**config.mk**
```make
export PLATFORM = sky130hd
export DESIGN_NAME = sensors_flat
export DESIGN_NICKNAME = d
export VERILOG_FILES = /design/src/rtl/sensors_if.sv /design/src/rtl/sensors.sv /design/src/flat_wrapper.sv
export SDC_FILE = /design/constraint.sdc
export NUM_CORES = 1
export LEC_CHECK = 0
export CORE_AREA = 2 2 98 100
export CTS_BUF_LIST = sky130_fd_sc_hd__clkbuf_4 sky130_fd_sc_hd__clkbuf_8 sky130_fd_sc_hd__clkbuf_16
export DETAILED_ROUTE_END_ITERATION = 12
export DIE_AREA = 0 0 100 102
export MAX_ROUTING_LAYER = met4
export SETUP_SLACK_MARGIN = 0.5
export SYNTH_ARGS = -nofsm -noshare
export SYNTH_HDL_FRONTEND = slang
export SYNTH_SLANG_ARGS = --single-unit
```
**constraint.sdc**
```tcl
create_clock -name CLK -period 3.8 [get_ports CLK]
set_clock_uncertainty 0.05 [all_clocks]
set_input_delay 0.57 -clock CLK [delete_from_list [all_inputs] [get_ports CLK]]
set_output_delay 0.57 -clock CLK [all_outputs]
set_load 0.01 [all_outputs]
```
**src/rtl/sensors_if.sv**
```systemverilog
// Signal bundle between the thermal sensor model and its user: load/fan
// controls and LFSR seed in, temperature, overheat, tick and LFSR state out.
interface sensors_if;
    logic        in_use;
    logic [1:0]  fan_speed;
    logic [31:0] seed;
    logic [7:0]  temp;
    logic        overheat;
    logic        tick;
    logic [31:0] rand_val;

    modport dut (
        input  in_use,
        input  fan_speed,
        input  seed,
        output temp,
        output overheat,
        output tick,
        output rand_val
    );
endinterface

```
**src/rtl/sensors.sv**
```systemverilog
// Thermal sensor model: every UPDATE_PERIOD clocks the temperature moves by
// a load/fan dependent step plus optional LFSR noise, clamped to
// [AMBIENT, TEMP_MAX], with a registered overheat flag and a tick pulse.
module sensors #(
    parameter int UPDATE_PERIOD = 10,
    parameter int AMBIENT       = 25,
    parameter int TEMP_MAX      = 100,
    parameter int OVERHEAT_TH   = 85,
    parameter int NOISE_EN      = 1
) (
    input logic    CLK,
    input logic    nRST,
    sensors_if.dut sif
);

    localparam int                 CNT_W     = (UPDATE_PERIOD > 2) ? $clog2(UPDATE_PERIOD) : 1;
    localparam logic [CNT_W-1:0]   CNT_LAST  = CNT_W'(UPDATE_PERIOD - 1);
    localparam logic [31:0]        LFSR_TAPS = 32'h8020_0003;
    localparam logic signed [9:0]  AMB_S     = 10'(AMBIENT);
    localparam logic signed [9:0]  MAX_S     = 10'(TEMP_MAX);
    localparam logic [7:0]         AMB_U     = 8'(AMBIENT);
    localparam logic [7:0]         TH_U      = 8'(OVERHEAT_TH);

    logic [CNT_W-1:0]  cnt;
    logic              upd;
    logic              seeded;
    logic [31:0]       lfsr;
    logic [31:0]       lfsr_next;
    logic [7:0]        temp_q;
    logic              ovh_q;
    logic              tick_q;
    logic signed [9:0] noise;
    logic signed [9:0] delta;
    logic signed [9:0] temp_sum;
    logic [7:0]        temp_next;

    // Map the two low LFSR bits onto a -1/0/0/+1 noise step.
    function automatic logic signed [9:0] noise_of(input logic [1:0] bits);
        logic signed [9:0] n;
        case (bits)
            2'b00:   n = -10'sd1;
            2'b11:   n = 10'sd1;
            default: n = 10'sd0;
        endcase
        return n;
    endfunction

    // Saturate a signed candidate temperature into [AMBIENT, TEMP_MAX].
    function automatic logic [7:0] clamp_temp(input logic signed [9:0] v);
        logic [7:0] r;
        if (v < AMB_S)
            r = AMB_U;
        else if (v > MAX_S)
            r = 8'(TEMP_MAX);
        else
            r = v[7:0];
        return r;
    endfunction

    assign upd = (cnt == CNT_LAST);

    // Next LFSR state, temperature step and clamped next temperature.
    always_comb begin
        lfsr_next = {1'b0, lfsr[31:1]};
        if (lfsr[0])
            lfsr_next = {1'b0, lfsr[31:1]} ^ LFSR_TAPS;
        noise = (NOISE_EN != 0) ? noise_of(lfsr[1:0]) : 10'sd0;
        delta = (sif.in_use ? 10'sd4 : -10'sd1) - $signed({8'd0, sif.fan_speed}) + noise;
        temp_sum  = $signed({2'b00, temp_q}) + delta;
        temp_next = clamp_temp(temp_sum);
    end

    // Update-period counter; tick marks the cycle after each wrap.
    always_ff @(posedge CLK or negedge nRST) begin
        if (!nRST) begin
            cnt    <= '0;
            tick_q <= 1'b0;
        end else begin
            cnt    <= upd ? '0 : cnt + 1'b1;
            tick_q <= upd;
        end
    end

    // LFSR: loaded from the seed on the first edge after reset, then stepped.
    always_ff @(posedge CLK or negedge nRST) begin
        if (!nRST) begin
            lfsr   <= '0;
            seeded <= 1'b0;
        end else if (!seeded) begin
            lfsr   <= (sif.seed == 32'd0) ? 32'd1 : sif.seed;
            seeded <= 1'b1;
        end else begin
            lfsr <= lfsr_next;
        end
    end

    // Temperature and overheat flag change only on update edges.
    always_ff @(posedge CLK or negedge nRST) begin
        if (!nRST) begin
            temp_q <= AMB_U;
            ovh_q  <= 1'b0;
        end else if (upd) begin
            temp_q <= temp_next;
            ovh_q  <= (temp_next >= TH_U);
        end
    end

    assign sif.temp     = temp_q;
    assign sif.overheat = ovh_q;
    assign sif.tick     = tick_q;
    assign sif.rand_val = lfsr;

endmodule

```
**src/flat_wrapper.sv**
```systemverilog
// flat-port wrapper written by rule: the top's interface ports become plain ports
module sensors_flat 
#(
    parameter int UPDATE_PERIOD = 10,
    parameter int AMBIENT       = 25,
    parameter int TEMP_MAX      = 100,
    parameter int OVERHEAT_TH   = 85,
    parameter int NOISE_EN      = 1
)
  (CLK, nRST, sif_in_use, sif_fan_speed, sif_seed, sif_temp, sif_overheat, sif_tick, sif_rand_val);
  sensors_if sif_i ();
  input logic CLK;
  input logic nRST;
  input wire logic [$bits(sif_i.in_use)-1:0] sif_in_use;
  input wire logic [$bits(sif_i.fan_speed)-1:0] sif_fan_speed;
  input wire logic [$bits(sif_i.seed)-1:0] sif_seed;
  output wire logic [$bits(sif_i.temp)-1:0] sif_temp;
  output wire logic [$bits(sif_i.overheat)-1:0] sif_overheat;
  output wire logic [$bits(sif_i.tick)-1:0] sif_tick;
  output wire logic [$bits(sif_i.rand_val)-1:0] sif_rand_val;
  assign sif_i.in_use = sif_in_use;
  assign sif_i.fan_speed = sif_fan_speed;
  assign sif_i.seed = sif_seed;
  assign sif_temp = sif_i.temp;
  assign sif_overheat = sif_i.overheat;
  assign sif_tick = sif_i.tick;
  assign sif_rand_val = sif_i.rand_val;
  sensors #(.UPDATE_PERIOD(UPDATE_PERIOD), .AMBIENT(AMBIENT), .TEMP_MAX(TEMP_MAX), .OVERHEAT_TH(OVERHEAT_TH), .NOISE_EN(NOISE_EN)) u_core (.CLK(CLK), .nRST(nRST), .sif(sif_i));
endmodule
```
==> results.sh <==
export IMPL_synthArstFlopShare_pct=100
export IMPL_synth_top_area_share_pct=41.4
export IMPL_htreeDepth=2
export IMPL_cts_tree="done"
export IMPL_fin_cells=473
export IMPL_tightest_slew_ns=1.03
export IMPL_num_vias=2311
export IMPL_grtUsageMet2_pct=22.8
export IMPL_ioPinCount=79
export IMPL_num_antenna_cells=0
export IMPL_fillers=862
export IMPL_p_per_area_mw_per_mm2=730
export IMPL_ant_nets=0
export IMPL_final_net_count=419
export IMPL_cts_root_buf="clkbuf_8"
export IMPL_syn_inst=243
export IMPL_gp_congestion=0.851
export IMPL_syn_area_per_cell_sq_um=11.0
export IMPL_firstDrtPassIters=4
export IMPL_wl_um=6840
export IMPL_worstPathArrival_ns=3.61
export IMPL_num_rows=35
export IMPL_drt_first_iter_violations=78
export IMPL_critPathLaunchType="flip-flop"
export IMPL_total_power_mw=2.98
export IMPL_synthFlopType="dfrtp_1"
export IMPL_cp_end_kind="flip-flop"
export IMPL_design_die_area_sq_mm=0.0102
export IMPL_grt_max_degree=48
export IMPL_initial_utilization_pct=29.2
export IMPL_maxCapViolations=0
export IMPL_crit_fanout=3
export IMPL_p_leak_nw=1.75
export IMPL_holdBufCountCts=0
export IMPL_vias_per_cell=4.89
export IMPL_fp_coreArea_sq_mm=0.00911
export IMPL_setup_viol=0
export IMPL_synth_area_sq_mm=0.00266
export IMPL_grt_remaining_overflow=0
export IMPL_reg2reg_setup_slack_ns=0.33
export IMPL_dp_cells=456
export IMPL_final_seq_area_sq_mm=0.00118
export IMPL_top_usage_layer="met2"
export IMPL_finalHoldViolations=0
export IMPL_max_clock_path_buffers=2
export IMPL_synth_largest_area_cell="dfrtp_1"
export IMPL_antenna_found_initial=0
export IMPL_outcome="complete, no violations"
export IMPL_peakVddDrop_mv=0.281
export IMPL_grt_setup_unrepaired="true"
export IMPL_synth_area_leaders="dfrtp_1, mux2_2, ha_1"
export IMPL_syn_num_nets=301
export IMPL_min_path_type="in2async"
export IMPL_finalCritPeriodShare_pct=91.4
export IMPL_die_h_um=102
export IMPL_io_buffers=78
export IMPL_grt_pass1_wl_um=11200
export IMPL_wl_per_cell_um=14.5
export IMPL_critPathKind="reg2reg"
export IMPL_crit_required_ns=3.94
export IMPL_yosysWarnings=0
export IMPL_synth_edf_count=0
export IMPL_cts_buffers=5
export IMPL_final_layout_size_suffix_gt1_share_pct=30.4
export IMPL_area_delta_synth_final_pct=53.4
export IMPL_dp_hpwl_um=5290
export IMPL_fmax_ghz=0.288
export IMPL_ys_types=47
export IMPL_grt_pass1_vias=2349
export IMPL_report_final_slew_viol_count=0
export IMPL_synth_seq_cells=47
export IMPL_grtUsageMet1_pct=19.0
export IMPL_grt_use_met3_pct=2.12
export IMPL_drc=0
export IMPL_layout_min_cycle_time_ns=3.47
export IMPL_multiInputGateArea_sq_mm=0.00151
export IMPL_dieWidth_um=100
export IMPL_grt_total_usage_pct=14.1
export IMPL_clkLatencyLatePin_ns=0.30
export IMPL_clk_pin_slew_ns=0.09
export IMPL_synth_seq_area_share_pct=44.3
export IMPL_cts_sinks=47
export IMPL_timing_max_slew_rel_slack_pct=31.4
-- final cells by class --
type                            count  area share [%]
Clock buffer                        6            2.02
Clock inverter                      2           0.950
Inverter                           14            1.38
Multi-Input combinational cell    175            37.0
Sequential cell                    47            28.9
Tap cell                          111            3.40
Timing Repair Buffer              118            26.3
-- cells in the final DEF, fill, tap and decap left out, types with 10 or more instances in the layout --
cell type / count
buf_4: 40
clkdlybuf4s50_1: 74
nand2b_1: 10
ha_1: 14
mux2_2: 30
nor2_1: 14
dfrtp_1: 44
nand2_1: 13
-- per-layer routing --
metal,part of all wire (%),vias up
li1,-,1113
met1,46,1133
met2,49,58
met3,3.8,7
met4,0.99,0
met5,0,-
-- cells in the mapped netlist, types with 4 or more instances --
cell and number:
o21ai_0 8, nand2_1 13, clkbuf_1 4, mux2_2 30, nor4_1 8, dfrtp_1 44, xnor2_1 6, nor2_1 14
a21o_1 4, a21oi_1 9, inv_1 14, nand2b_1 10, nor3_1 4, ha_1 18
-- stage by stage --
stage / setup TNS (ns) / util, % / hold slack, ns / setup slack (ns) / cell area [sq um]
after floorplan: 0 / - / 0.224 / 0.177 / 2690
after global placement: -3.07 / 41.7 / 0.435 / -0.437 / 3800
after detailed placement: -3.67 / 41.7 / 0.443 / -0.543 / 3800
after CTS: 0 / 44.3 / 0.438 / 0.180 / 4030
after global routing: 0 / 44.8 / 0.481 / 0.207 / 4080
final: 0 / 44.8 / 0.391 / 0.328 / 4080
-- path summary, 6_finish.rpt --
check                                                 start                               end  depth (start not counted)
setup / recovery           u_core.sif.rand_val[0]$_DFF_PN0_   u_core.sif.overheat$_DFFE_PN0P_                         13
hold / removal                                         nRST  u_core.sif.rand_val[9]$_DFF_PN0_                          1
setup reg to reg           u_core.sif.rand_val[0]$_DFF_PN0_   u_core.sif.overheat$_DFFE_PN0P_                         13
hold reg to reg            u_core.sif.rand_val[4]$_DFF_PN0_  u_core.sif.rand_val[3]$_DFF_PN0_                          1
max in group asynchronous                              nRST           u_core.cnt[1]$_DFF_PN0_                          1
min in group CLK           u_core.sif.rand_val[4]$_DFF_PN0_  u_core.sif.rand_val[3]$_DFF_PN0_                          1
-- what timing repair did --
| item | 4_1_cts | 5_1_grt |
|---|---|---|
| endpoints found under the setup margin | 8 | 8 |
| buffers inserted | 7 | 2 |
| resized for setup | 27 | 6 |
| pin swaps | 17 | 11 |
-- state kept, by name (all words and copies together) (netlist names) --
register             cells
u_core.cnt               4
u_core.sif.tick          1
u_core.seeded            1
u_core.sif.temp          8
u_core.sif.overheat      1
u_core.sif.rand_val     32
-- logic make-up (layout without fill, tap and decap cells) --
logic type	after synthesis	count (layout)	synth area share, %
and+or+nand+nor	70	70	14.0
muxes	30	30	12.7
AOI/OAI and AO/OA	44	44	11.9
buffers and inverters	21	140	3.29
DFF	47	47	44.3
xor gates and xnor gates	9	9	2.96
other	1	1	0.141
adders and majority gates	21	21	10.7
-- power breakdown --
group | switching [mW] | leakage [nW] | internal (mW) | total (mW)
combinational | 0.859 | 1.13 | 1.08 | 1.94
clock | 0.174 | 0.0618 | 0.217 | 0.391
sequential | 0.0581 | 0.557 | 0.593 | 0.652
total | 1.09 | 1.75 | 1.89 | 2.98
-- critical path, cell delays in order (launching register included) --
cell,delay [ns]
dfrtp_1,0.37
inv_2,0.06
ha_4,0.27
ha_4,0.12
inv_2,0.03
fa_1,0.49
ha_4,0.18
fa_2,0.33
a21o_1,0.17
a221o_1,0.32
or3_4,0.35
o211a_4,0.16
a311o_1,0.26
a22o_1,0.19
Power figures use the tool's default switching activity.
